===== config.mk =====
export PLATFORM = sky130hd
export DESIGN_NAME = unified_mem_arbiter
export DESIGN_NICKNAME = d
export VERILOG_FILES = /design/src/rtl/mem_arb_pkg.sv /design/src/rtl/arb_lat_counter.sv /design/src/rtl/unified_mem_arbiter.sv
export SDC_FILE = /design/constraint.sdc
export NUM_CORES = 1
export LEC_CHECK = 0
export ABC_AREA = 1
export CAP_MARGIN = 10
export CELL_PAD_IN_SITES_DETAIL_PLACEMENT = 0
export CELL_PAD_IN_SITES_GLOBAL_PLACEMENT = 1
export CORE_MARGIN = 3
export CORE_UTILIZATION = 15
export DETAILED_ROUTE_END_ITERATION = 10
export PLACE_DENSITY = 0.9
export SYNTH_ARGS = -nofsm -noshare
export SYNTH_HDL_FRONTEND = slang
export SYNTH_SLANG_ARGS = --single-unit

===== constraint.sdc =====
create_clock -name clk -period 2.05 [get_ports clk]
set_input_delay 0.3075 -clock clk [delete_from_list [all_inputs] [get_ports clk]]
set_output_delay 0.3075 -clock clk [all_outputs]
set_load 0.005 [all_outputs]

===== src/rtl/mem_arb_pkg.sv =====
// Shared types and defaults for the unified IF/MEM memory arbiter and the memory models
// that stand in for DataMem/InstructionMem.
package mem_arb_pkg;

    typedef enum logic [1:0] {
        StIdle,
        StWait,
        StResp
    } arb_state_e;

    localparam logic G_IF  = 1'b0;
    localparam logic G_MEM = 1'b1;

    localparam int unsigned RD_LAT_DEF     = 2;
    localparam int unsigned STARVE_MAX_DEF = 4;

endpackage


===== src/rtl/arb_lat_counter.sv =====
// Read-latency down-counter: loads on issue, decrements while the arbiter waits on memory.
module arb_lat_counter
    import mem_arb_pkg::*;
#(
    parameter int unsigned RD_LAT = RD_LAT_DEF,
    localparam int unsigned CNT_W = $clog2(RD_LAT + 1)
) (
    input  logic             clk,
    input  logic             reset,
    input  logic             load,
    input  logic             dec,
    input  logic [CNT_W-1:0] load_val,
    output logic [CNT_W-1:0] count,
    output logic             zero
);

    logic [CNT_W-1:0] cnt_q;

    always_ff @(posedge clk) begin
        if (!reset) begin
            cnt_q <= '0;
        end else if (load) begin
            cnt_q <= load_val;
        end else if (dec && (cnt_q != '0)) begin
            cnt_q <= cnt_q - 1'b1;
        end
    end

    assign count = cnt_q;
    assign zero  = (cnt_q == '0);

endmodule


===== src/rtl/unified_mem_arbiter.sv =====
// Arbitrates the single-port unified memory between instruction fetch and load/store,
// sequences the fixed read latency and produces the per-stage stall signals.
module unified_mem_arbiter
    import mem_arb_pkg::*;
#(
    parameter int unsigned ADDR_W     = 32,
    parameter int unsigned DATA_W     = 32,
    parameter int unsigned RD_LAT     = RD_LAT_DEF,
    parameter int unsigned STARVE_MAX = STARVE_MAX_DEF
) (
    input  logic              clk,
    input  logic              reset,
    input  logic              if_req,
    input  logic [ADDR_W-1:0] if_addr,
    input  logic              if_flush,
    output logic [DATA_W-1:0] if_rdata,
    output logic              if_ready,
    output logic              if_stall,
    input  logic              mem_req,
    input  logic              mem_we,
    input  logic [ADDR_W-1:0] mem_addr,
    input  logic [DATA_W-1:0] mem_wdata,
    output logic [DATA_W-1:0] mem_rdata,
    output logic              mem_ready,
    output logic              mem_stall,
    output logic              m_en,
    output logic              m_we,
    output logic [ADDR_W-1:0] m_addr,
    output logic [DATA_W-1:0] m_wdata,
    input  logic [DATA_W-1:0] m_rdata
);

    localparam int unsigned CNT_W = $clog2(RD_LAT + 1);
    localparam int unsigned STV_W = $clog2(STARVE_MAX + 1);
    localparam logic [STV_W-1:0] STARVE_SAT = STV_W'(STARVE_MAX);
    localparam logic [CNT_W-1:0] LAT_LOAD   = CNT_W'(RD_LAT - 1);

    arb_state_e       state_q, state_d;
    logic             grant_q;
    logic             we_q;
    logic             drop_q;
    logic [STV_W-1:0] starve_q;
    logic [CNT_W-1:0] lat_cnt;
    logic             lat_zero;

    logic any_req;
    logic if_wins;
    logic issue;
    logic issue_grant;
    logic issue_we;

    // MEM is the older instruction and wins unless IF has been starved long enough.
    assign any_req     = if_req | mem_req;
    assign if_wins     = if_req & (~mem_req | (starve_q == STARVE_SAT));
    assign issue_grant = if_wins ? G_IF : G_MEM;
    assign issue_we    = ~if_wins & mem_we;
    assign issue       = reset & (state_q == StIdle) & any_req;

    arb_lat_counter #(
        .RD_LAT (RD_LAT)
    ) u_lat_counter (
        .clk      (clk),
        .reset    (reset),
        .load     (issue & ~issue_we),
        .dec      (state_q == StWait),
        .load_val (LAT_LOAD),
        .count    (lat_cnt),
        .zero     (lat_zero)
    );

    always_ff @(posedge clk) begin
        if (!reset) begin
            state_q <= StIdle;
        end else begin
            state_q <= state_d;
        end
    end

    always_comb begin
        state_d = state_q;
        case (state_q)
            StIdle: begin
                if (any_req) begin
                    state_d = (issue_we || (RD_LAT == 1)) ? StResp : StWait;
                end
            end
            StWait: begin
                // The count reaches zero on this edge, so the response is next cycle.
                if (lat_zero || (lat_cnt == CNT_W'(1))) begin
                    state_d = StResp;
                end
            end
            StResp:  state_d = StIdle;
            default: state_d = StIdle;
        endcase
    end

    always_comb begin
        m_en      = 1'b0;
        m_we      = 1'b0;
        m_addr    = '0;
        m_wdata   = '0;
        if_ready  = 1'b0;
        mem_ready = 1'b0;
        if_rdata  = '0;
        mem_rdata = '0;
        if (reset) begin
            case (state_q)
                StIdle: begin
                    if (any_req) begin
                        m_en = 1'b1;
                        if (if_wins) begin
                            m_addr = if_addr;
                        end else begin
                            m_we    = mem_we;
                            m_addr  = mem_addr;
                            m_wdata = mem_wdata;
                        end
                    end
                end
                StResp: begin
                    if (grant_q == G_IF) begin
                        if_ready = ~drop_q & ~if_flush;
                        if (if_ready) begin
                            if_rdata = m_rdata;
                        end
                    end else begin
                        mem_ready = 1'b1;
                        if (!we_q) begin
                            mem_rdata = m_rdata;
                        end
                    end
                end
                default: ;
            endcase
        end
    end

    assign if_stall  = if_req & ~if_ready;
    assign mem_stall = mem_req & ~mem_ready;

    always_ff @(posedge clk) begin
        if (!reset) begin
            grant_q <= G_IF;
            we_q    <= 1'b0;
        end else if (issue) begin
            grant_q <= issue_grant;
            we_q    <= issue_we;
        end
    end

    // A redirected fetch still occupies the memory; only its completion pulse is hidden.
    always_ff @(posedge clk) begin
        if (!reset) begin
            drop_q <= 1'b0;
        end else if (issue) begin
            drop_q <= if_wins & if_flush;
        end else if (state_q == StResp) begin
            drop_q <= 1'b0;
        end else if ((state_q == StWait) && (grant_q == G_IF) && if_flush) begin
            drop_q <= 1'b1;
        end
    end

    always_ff @(posedge clk) begin
        if (!reset) begin
            starve_q <= '0;
        end else if ((state_q == StIdle) && !if_req) begin
            starve_q <= '0;
        end else if (issue && if_wins) begin
            starve_q <= '0;
        end else if (issue && if_req && (starve_q != STARVE_SAT)) begin
            starve_q <= starve_q + 1'b1;
        end
    end

endmodule


# After elaboration in Yosys (flattened, before gate mapping)
# Index checks and enable logic that the tools add are counted.
[totals] register_bits=10 in_bits=134 out_inout_bits=134 word_cells=92
[op_classes] n_addsub=2 n_eq_ne=7 muxes=39 n_bitwise=20 n_reduce_logical=17
[ops] op="two-way mux 32 bit" n=16
[ops] op="two-way mux 1 bit" n=19
[ops] op="bitwise AND 1 bit" n=9
[ops] op="NOT 1 bit" n=9
[ops] op="logical AND 1 bit" n=7
[ops] op="two-way mux 2 bit" n=3
[ops] op="== test 2 x 1 -> 1 bit, second input constant" n=2
[ops] op="zero test 2 bit" n=2
[ops] op="!= test 2 bit, second input constant" n=2
[ops] op="one-hot mux 2 bit (2 select lines)" n=1
[ops] op="nonzero test 2 bit" n=2
[ops] op="adder 3 x 1 -> 3 bit, second input constant" n=1
[ops] op="== test 3 bit, second input constant" n=1
[ops] op="!= test 3 bit, second input constant" n=1
[ops] op="nonzero test 3 bit" n=1
[ops] op="OR reduction 3 bit" n=1
[ops] op="== test 2 bit, second input constant" n=1
[ops] op="OR 1 bit" n=2
[ops] op="AND reduction 2 bit" n=1
[ops] op="OR reduction 2 bit" n=1
[ops] op="subtractor 2 x 1 -> 2 bit, second input constant" n=1
[ops] op="zero test 1 bit" n=1
[ops] op="logical OR 1 bit" n=1

# Depth between registers and ports, before layout
# Gate-level depths: netlist (run 1).
[logic_depth] depth_word=8 ltp_mapped=10 depth_no_buf=9

# Cells and area by module
# From an unflattened synthesis (run 1), not the netlist that was laid out.
[unflattened] hier_cells=384 area_unflattened_um2=1786.7
[by_module_without_submodules] mod="unified_mem_arbiter" n_inst=1 cells_per_inst=360 area_per_inst_um2=1650.3
[by_module_without_submodules] mod="arb_lat_counter" n_inst=1 cells_per_inst=24 area_per_inst_um2=136.4

# Worst setup path before layout (run 1)
# No wires, ideal clock.
[synth_timing] path_kind="register to output" start="register starve_q[0]" end="output m_wdata[10]" t_arrival_ns=1.249 t_required_ns=1.742 slack_ns=0.494 path_stages_with_launch=10 path_cell_list="dfxtp_1 inv_1 ha_1 nand2_1 nand2_1 nand2_2 buf_6 buf_4 nand2_1 nor2_1"
[synth_via] elab_chain_len=7
[synth_lines] item="start, declared" line_no="unified_mem_arbiter.sv:42" text="logic [STV_W-1:0] starve_q;"
[synth_lines] item="start signal, assigned" line_no="unified_mem_arbiter.sv:173" text="starve_q <= starve_q + 1'b1;"
[synth_lines] item="== test 3 bit" line_no="unified_mem_arbiter.sv:54" text="assign if_wins = if_req & (~mem_req | (starve_q == STARVE_SAT));"
[synth_lines] item="OR 1 bit" line_no="unified_mem_arbiter.sv:54"
[synth_lines] item="bitwise AND 1 bit" line_no="unified_mem_arbiter.sv:54"
[synth_lines] item="two-way mux 32 bit" line_no="unified_mem_arbiter.sv:112" text="if (if_wins) begin"
[synth_lines] item="two-way mux 32 bit" line_no="unified_mem_arbiter.sv:110" text="if (any_req) begin"
[synth_lines] item="two-way mux 32 bit" line_no="unified_mem_arbiter.sv:108" text="case (state_q)"
[synth_lines] item="two-way mux 32 bit" line_no="unified_mem_arbiter.sv:107" text="if (reset) begin"
[synth_lines] item="end, declared" line_no="unified_mem_arbiter.sv:29" text="output logic [DATA_W-1:0] m_wdata,"
# Every way passes these cells.

# Worst setup path in the final report (run 1)
[layout_timing] start="register starve_q[0]" end="output m_addr[28]"
[layout_via] elab_chain_len=7
[layout_lines] item="== test 3 bit" line_no="unified_mem_arbiter.sv:54"
[layout_lines] item="OR 1 bit" line_no="unified_mem_arbiter.sv:54"
[layout_lines] item="bitwise AND 1 bit" line_no="unified_mem_arbiter.sv:54"
[layout_lines] item="two-way mux 32 bit" line_no="unified_mem_arbiter.sv:112"
[layout_lines] item="two-way mux 32 bit" line_no="unified_mem_arbiter.sv:110"
[layout_lines] item="two-way mux 32 bit" line_no="unified_mem_arbiter.sv:108"
[layout_lines] item="two-way mux 32 bit" line_no="unified_mem_arbiter.sv:107"
[layout_lines] item="end, declared" line_no="unified_mem_arbiter.sv:28" text="output logic [ADDR_W-1:0] m_addr,"
# Every way passes these cells.

==> impl_results.rst, run 1 <==
.. list-table::
   :header-rows: 1

   * - Metric
     - Value
   * - Final standard cell count with taps included and fillers excluded
     - roughly 910
   * - Share of the synthesized area in the top cell type
     - 0.1961
   * - Share of synthesized area spent on multiplexers
     - 0
   * - HPWL after detailed placement
     - 9039 um
   * - Clock edge transition at the registers on the reported setup and hold paths
     - ~40 ps
   * - Number of instances in the synthesized netlist
     - about 380
   * - Synthesized Nets
     - between 500 and 600
   * - Violations in the final reports
     - negative setup slack
   * - Chip Width
     - 126.6 um
   * - Final weighted congestion of routability-driven global placement
     - approximately 0.81
   * - Worst-Skew Late Latency
     - 240 ps
   * - Ratio of cells with drive above 1 in the final layout
     - 0.3903
   * - Max-Slew Margin vs Limit
     - 0.8177
   * - Synthesized-area fraction occupied by adder cells
     - 0.02294
   * - Actual slew at the worst max-slew pin
     - around 270 ps
   * - Die area
     - 16030 um^2
   * - Fraction of the mapped netlist area in compound gates
     - 0.1537
   * - DRC violations left
     - 0
   * - CTS tree
     - built
   * - First-pass GRT wire length
     - 19460 um
   * - Crit path capture type
     - output port
   * - Maximum fanout along the worst path
     - 4
   * - Mean number of vias per cell
     - between 3 and 4
   * - Static leakage
     - approximately 3.1 nW
   * - Max Fclk
     - roughly 480 MHz
   * - Vias after detailed routing
     - 3571
   * - Main combinational cell family by area after synthesis
     - simple AND/OR/NAND/NOR gates
   * - Hold-fix buffer count after cts
     - 0
   * - Routed length per placed instance
     - 14.84 um
   * - Type of origin of the critical path
     - flip-flop
   * - Number of distinct library cells after synthesis
     - 27
   * - Sequential fraction of the synthesis area
     - 0.09174
   * - Dpl cells
     - ~840
   * - Maximum buffer depth of the clock tree
     - 2
   * - Worst hold-check path type
     - flip-flop to flip-flop
   * - Number of antenna violations at the first check in global routing
     - 1
   * - Final number of hold-violating endpoints
     - 0
   * - Number of max-capacitance violations reported
     - 0
   * - Area share of xor/xnor cells in the synthesized design
     - 0.008028
   * - Number of rows created at floorplan
     - 43
   * - Fraction of the mapped netlist area in simple logic gates
     - 0.5264
   * - Total gr overflow
     - 0
   * - Post-DRT Antenna Nets
     - 0
   * - Worst Hold Path Cells
     - 2
   * - Sinks on Clock Net
     - 10
   * - Final period demand of the worst path
     - between 2000 and 2500 ps
   * - Setup repair after global routing missed its margin
     - yes
   * - Core area
     - 14040 um^2
   * - Drt initial violations
     - 73
   * - IO buf count
     - approximately 270
   * - Cell types with the largest area share after synthesis
     - nor2_1 (20%), nor2_2 (17%), o21ai_2 (12%), nand2_1 (10%), dfxtp_1 (9.2%)
   * - Pin count of the biggest net entering global routing
     - 34
   * - Area growth from synthesis to final layout
     - 172.6%
   * - Vias in the first global route
     - around 3600
   * - Arrival time at the worst endpoint
     - 1780 ps
   * - Cell area after synthesis
     - between 2000 and 2500 um^2
   * - Syn. warnings
     - 0
   * - Worst R2R Path Depth
     - 13
   * - Portion of the clock cycle consumed by the worst path in the final layout
     - 1.019
   * - Number of CTS-inserted buffers
     - 3
   * - CP Data Required Time
     - between 1500 and 2000 ps
   * - Clock Skew
     - between 3 and 4 ps
   * - Mean post-synth cell area
     - about 5.7 um^2
   * - Final setup vio count
     - 2
   * - Cell area after layout
     - a little under 6000 um^2
   * - Critical Setup Path Class
     - flip-flop to output port
   * - Global-route usage over all layers
     - 0.1535
   * - Root buffer cell
     - clkbuf_16
   * - Starting utilization of the core area
     - 0.1554
   * - Largest area contributor in the synthesized netlist
     - nor2_1
   * - Power Density
     - 320.0 nW/um^2
   * - Die outline height
     - about 130 um
   * - Hold Slack
     - 508.9 ps
   * - IO Pins
     - approximately 270
   * - # H-tree levels
     - 1
   * - FF+latch count, synth
     - 10
   * - Total Neg Setup Slack
     - -62.39 ps
   * - NumNets Final
     - 864
   * - IR drop worst, VDD
     - approximately 230 uV
   * - Setup WS post-layout
     - -39.61 ps
   * - Router iterations before antenna repair
     - 4
   * - Result of the run
     - finished with violations
   * - Placed cell area
     - about 5100 um^2
   * - Total wire length
     - 13440 um
   * - Final-report max-slew violation count
     - 0
registers in the layout, indices dropped and copies added, names as in the netlist:
name                 count
u_lat_counter.count      2
drop_q                   1
we_q                     1
starve_q                 3
state_q                  2
grant_q                  1
area by class of cell:
type	count	area (um^2)
fill	1481	8093
timing repair buffer	360	3492
multi-input combinational	296	1724
tap	180	225.2
inverter	55	209.0
sequential	10	207.7
clock buffer	4	88.84
antenna	1	2.502
cell families after synthesis:
family / after synthesis
and+or+nand+nor: 247
adders and majority gates: 4
AOI/OAI and AO/OA: 43
buffers and inverters: 78
DFF: 10
xor gates and xnor gates: 2
report_power, final:
part | switching [mW] | total (mW) | leakage, nW | internal [mW]
clock | 0.101 | 0.396 | 0.0442 | 0.294
sequential | 0.0154 | 0.230 | 0.0837 | 0.214
combinational | 0.542 | 1.28 | 3.00 | 0.736
total | 0.659 | 1.90 | 3.13 | 1.24
routing by layer:
layer,track usage,part of all wire,vias up
li1,-,-,1827
met1,0.1752,0.39,1565
met2,0.2964,0.52,168
met3,0.02905,0.076,11
met4,0.02776,0.013,0
met5,0,0,-
path summary, 6_finish.rpt:
kind | start | slack (ps) | endpoint
worst max-delay path | starve_q[0] | -40 | m_addr[28]
worst min register to register | grant_q | 510 | grant_q
worst max register to register | starve_q[0] | 200 | starve_q[1]
worst min-delay path | grant_q | 510 | grant_q
what timing repair did:
action,4_1_cts,5_1_grt
resized for setup,305,86
endpoints found under the setup margin,132,70
pin swaps,25,23
cloned,10,2
buffers inserted,47,8
through the flow:
stage                       util  total power [mW]  setup WS, ps
after floorplan                -            0.6808         494.0
after global routing      0.4237             2.030        -99.80
after detailed placement  0.3658             1.296        -377.2
final                     0.4237             1.904        -39.61
after CTS                 0.4155             1.869        -102.2
after global placement    0.3658             1.293        -371.2
worst max-delay path, cell delays in order, from the launching register on:
cell and delay (ps):
dfxtp_2 320, inv_2 80, ha_4 140, nand2_4 60
nand2_4 80, nand2_8 80, buf_12 130, buf_6 110
buf_8 120, buf_12 120, o21ai_4 120, nor2_2 50
buf_2 120
synth_stat cells:
cell type,n
or2_2,1
clkbuf_4,1
o21ai_0,8
inv_4,1
nand3_2,1
ha_1,4
inv_2,3
nand3_1,3
o21ai_2,29
nand2_2,4
dfxtp_1,10
buf_2,7
a21oi_1,5
nor2_8,1
xor2_1,2
buf_6,6
nor2_4,1
buf_4,5
a21oi_4,1
nor2_1,114
clkbuf_8,1
nor2_2,59
nand2_4,2
inv_1,51
buf_12,3
nand2_1,60
nor3_4,1
cells in the final DEF (no fill, tap or decap), types with 15 or more instances in the layout:
cell type / Yosys / routed
nand2_1: 60 / 57
buf_2: 7 / 36
dlygate4sd2_1: 0 / 64
buf_4: 5 / 48
buf_12: 3 / 16
clkbuf_2: 0 / 24
inv_1: 51 / 47
nor2_1: 114 / 107
nor2_2: 59 / 66
o21ai_2: 29 / 20
clkdlybuf4s50_1: 0 / 129
buf_6: 6 / 15
Note: power is estimated with default switching activity, not from simulation.
==> run 2: changes to the inputs <==
--- a/config.mk
+++ b/config.mk
@@ -13,6 +13,7 @@
 export CORE_UTILIZATION = 15
 export DETAILED_ROUTE_END_ITERATION = 10
 export PLACE_DENSITY = 0.9
+export SETUP_SLACK_MARGIN = 0.05
 export SYNTH_ARGS = -nofsm -noshare
 export SYNTH_HDL_FRONTEND = slang
 export SYNTH_SLANG_ARGS = --single-unit
==> run 2 against run 1 <==
  * The flow still finishes with violations (negative setup slack)
  * Setup slack better by 8.1 ps
  * Via count up 2.9%
  * Power is 3.8% higher
  * Clock power about the same
  * Sequential share of layout area fell by 0.091 points
  * Non-clock buffer count increased by 15
  * Die area is the same
  * Final cell count is 1.7% higher
  * Highest routed layer unchanged
==> impl_results.rst, run 2 (synthesized netlist as in run 1, its figures left out) <==
.. list-table::
   :header-rows: 1

   * - Metric
     - Value
   * - Most frequent cells in the layout
     - clkdlybuf4s50_1 (129), nor2_1 (85), nor2_2 (77)
   * - IO buf count
     - 267 (unchanged)
   * - Result of the run
     - finished with violations
   * - Hold Slack
     - 505.8 ps (-3.162 ps)
   * - Pin count of the biggest net entering global routing
     - 32 (-5.9%)
   * - DRC violations left
     - 0 (unchanged)
   * - Number of CTS-inserted buffers
     - 3 (unchanged)
   * - Number of antenna violations at the first check in global routing
     - 1 (unchanged)
   * - Actual slew at the worst max-slew pin
     - 275.1 ps (+2.676 ps)
   * - Routed length per placed instance
     - 15.32 um (+3.2%)
   * - Root buffer cell
     - clkbuf_16
   * - Area growth from synthesis to final layout
     - 181.7%
   * - Net switching power
     - 700.2 uW (+6.3%)
   * - Dpl cells
     - 835 (unchanged)
   * - Worst slack at placement
     - -377.2 ps (unchanged)
   * - Number of max-capacitance violations reported
     - 0 (unchanged)
   * - Placed cell area
     - 5136 um^2 (unchanged)
   * - Setup WS post-layout
     - -31.53 ps (+8.082 ps)
   * - IO Pins
     - 268 (unchanged)
   * - Layer carrying the most global-route usage
     - met2
   * - Total wire length
     - 14110 um (+4.9%)
   * - Final period demand of the worst path
     - 2082 ps (-8.082 ps)
   * - Power share of the combinational group
     - 0.683 (+0.012)
   * - Worst-Skew Late Latency
     - 240 ps (about the same)
   * - Leading cell type in the layout, fill and taps excluded
     - clkdlybuf4s50_1
   * - Vias in the first global route
     - 3615 (+1.6%)
   * - Final standard cell count with taps included and fillers excluded
     - 921 (+1.7%)
   * - Power Density
     - 321.4 nW/um^2 (+0.45%)
   * - Portion of the clock cycle consumed by the worst path in the final layout
     - 1.015 (-0.003942)
   * - Proportion of power drawn by the clock network
     - 0.200 (-0.008)
   * - Vias after detailed routing
     - 3674 (+2.9%)
   * - Final number of hold-violating endpoints
     - 0 (unchanged)
   * - Switching share of total power
     - 0.3545 (+0.008373)
   * - Core area
     - 14040 um^2 (unchanged)
   * - Final standard cell utilization of the core
     - 0.4377 (+0.01399)
   * - CTS tree
     - built
   * - Fraction of met3 tracks used by global routing
     - 0.03158 (+0.002526)
   * - Ratio of cells with drive above 1 in the final layout
     - 0.4973 (+0.1070)
   * - IR drop worst, VDD
     - 237.4 uV (+1.8%)
   * - Max reg flops
     - 3 (unchanged)
   * - Total gr overflow
     - 0 (unchanged)
   * - Worst hold-check path type
     - flip-flop to flip-flop
   * - Max Fclk
     - 480.4 MHz (+0.39%)
   * - First-pass GRT wire length
     - 20200 um (+3.8%)
   * - Type of origin of the critical path
     - flip-flop
   * - Violations in the final reports
     - negative setup slack
   * - Mean number of vias per cell
     - 3.989 (+1.2%)
   * - Static leakage
     - 3.274 nW (+4.7%)
   * - Router iterations before antenna repair
     - 4 (unchanged)
   * - Clock Skew
     - 4.275 ps (+0.9193 ps)
   * - Die outline height
     - 126.6 um (unchanged)
   * - Die area
     - 16030 um^2 (unchanged)
   * - Sinks on Clock Net
     - 10 (unchanged)
   * - Starting utilization of the core area
     - 0.1554 (unchanged)
   * - # H-tree levels
     - 1 (unchanged)
   * - Cell area after layout
     - 6146 um^2 (+3.3%)
   * - Chip Width
     - 126.6 um (unchanged)
   * - Final weighted congestion of routability-driven global placement
     - 0.8105 (unchanged)
   * - Final-report max-slew violation count
     - 0 (unchanged)
   * - Fraction of met2 tracks used by global routing
     - 0.3088 (+0.01245)
   * - Part of the total power dissipated in sequential elements
     - 0.116 (-0.005)
   * - Crit path capture type
     - output port
   * - Post-DRT Antenna Nets
     - 0 (unchanged)
   * - Global Route met1 Usage
     - 0.1833 (+0.008126)
   * - Clock edge transition at the registers on the reported setup and hold paths
     - 40 ps (about the same)
   * - Number of rows created at floorplan
     - 43 (unchanged)
   * - Global-route usage over all layers
     - 0.1612 (+0.007697)
   * - Maximum fanout along the worst path
     - 5 (+1)
   * - HPWL after detailed placement
     - 9039 um (unchanged)
   * - Filler cells
     - 1437 (-3.0%)
   * - Drt initial violations
     - 73 (unchanged)
   * - Setup repair after global routing missed its margin
     - yes
   * - Final setup vio count
     - 2 (unchanged)
   * - CP Data Required Time
     - 1740 ps (about the same)
   * - Max-Slew Margin vs Limit
     - 0.8159 (-0.001791)
   * - Maximum buffer depth of the clock tree
     - 2 (unchanged)
   * - Register with the highest flop count
     - starve_q
   * - Arrival time at the worst endpoint
     - 1770 ps (about the same)
   * - NumNets Final
     - 879 (+1.7%)
   * - Hold-fix buffer count after cts
     - 0 (unchanged)
   * - Internal power
     - 1.275 mW (+2.4%)
   * - Critical Setup Path Class
     - flip-flop to output port
[run 2: cell count changes in the layout (fill, tap and decap cells not counted), moves of 14 or more]
cell           before  now
nor2_1            107   85
dlygate4sd2_1      64   20
clkbuf_2           24   49
buf_6              15   35
buf_2              36   50
[run 2: cell type report]
cell class	instances	area (um^2)	share of cell area
Antenna cell	1	2.502	0.0004072
Clock buffer	4	88.84	0.01445
Inverter	55	209.0	0.03400
Multi-Input combinational cell	296	1892	0.3078
Sequential cell	10	209.0	0.03400
Tap cell	180	225.2	0.03664
Timing Repair Buffer	375	3520	0.5727
[run 2: per-layer routing]
layer	wire [um]	vias to the layer above
met4	163	0
met1	5502	1642
met3	1004	13
li1	-	1851
met5	0	-
met2	7436	168
[run 2: per-stage QoR]
step,setup TNS (ps),power (mW)
final,-41.18,1.975
after global routing,-533.0,2.103
after CTS,-831.1,1.912
after detailed placement,-31640,1.296
after global placement,-30530,1.293
after floorplan,0,0.6808
[run 2: critical path, stage by stage, from the launching register on]
cell,delay (ps)
dfxtp_2,320
inv_2,70
ha_4,130
nand2_4,60
nand2_4,80
nand2_8,80
buf_12,130
buf_12,130
buf_6,120
buf_6,110
o21ai_2,110
nor2_2,40
buf_2,130
[run 2: path summary, 6_finish.rpt]
kind	depth (start not counted)	start	slack, ps	end
max reg2reg	13	starve_q[0]	190	starve_q[1]
min	2	grant_q	510	grant_q
min reg2reg	2	grant_q	510	grant_q
max	12	starve_q[0]	-30	m_addr[23]
[run 2: what timing repair did]
| item | 4_1_cts | 5_1_grt |
|---|---|---|
| resized for setup | 358 | 191 |
| hold endpoints to repair | 0 | 0 |
| cloned | 12 | 2 |
| endpoints found under the setup margin | 134 | 102 |
| buffers inserted | 55 | 19 |
| pin swaps | 38 | 55 |
[run 2: power by group through the flow]
| stage | logic, mW | clock network [mW] | registers (mW) |
|---|---|---|---|
| after floorplan | 0.454 | 0 | 0.227 |
| after global placement | 1.07 | 0 | 0.228 |
| after detailed placement | 1.07 | 0 | 0.228 |
| after CTS | 1.28 | 0.402 | 0.229 |
| after global routing | 1.46 | 0.412 | 0.233 |
| final | 1.35 | 0.395 | 0.230 |
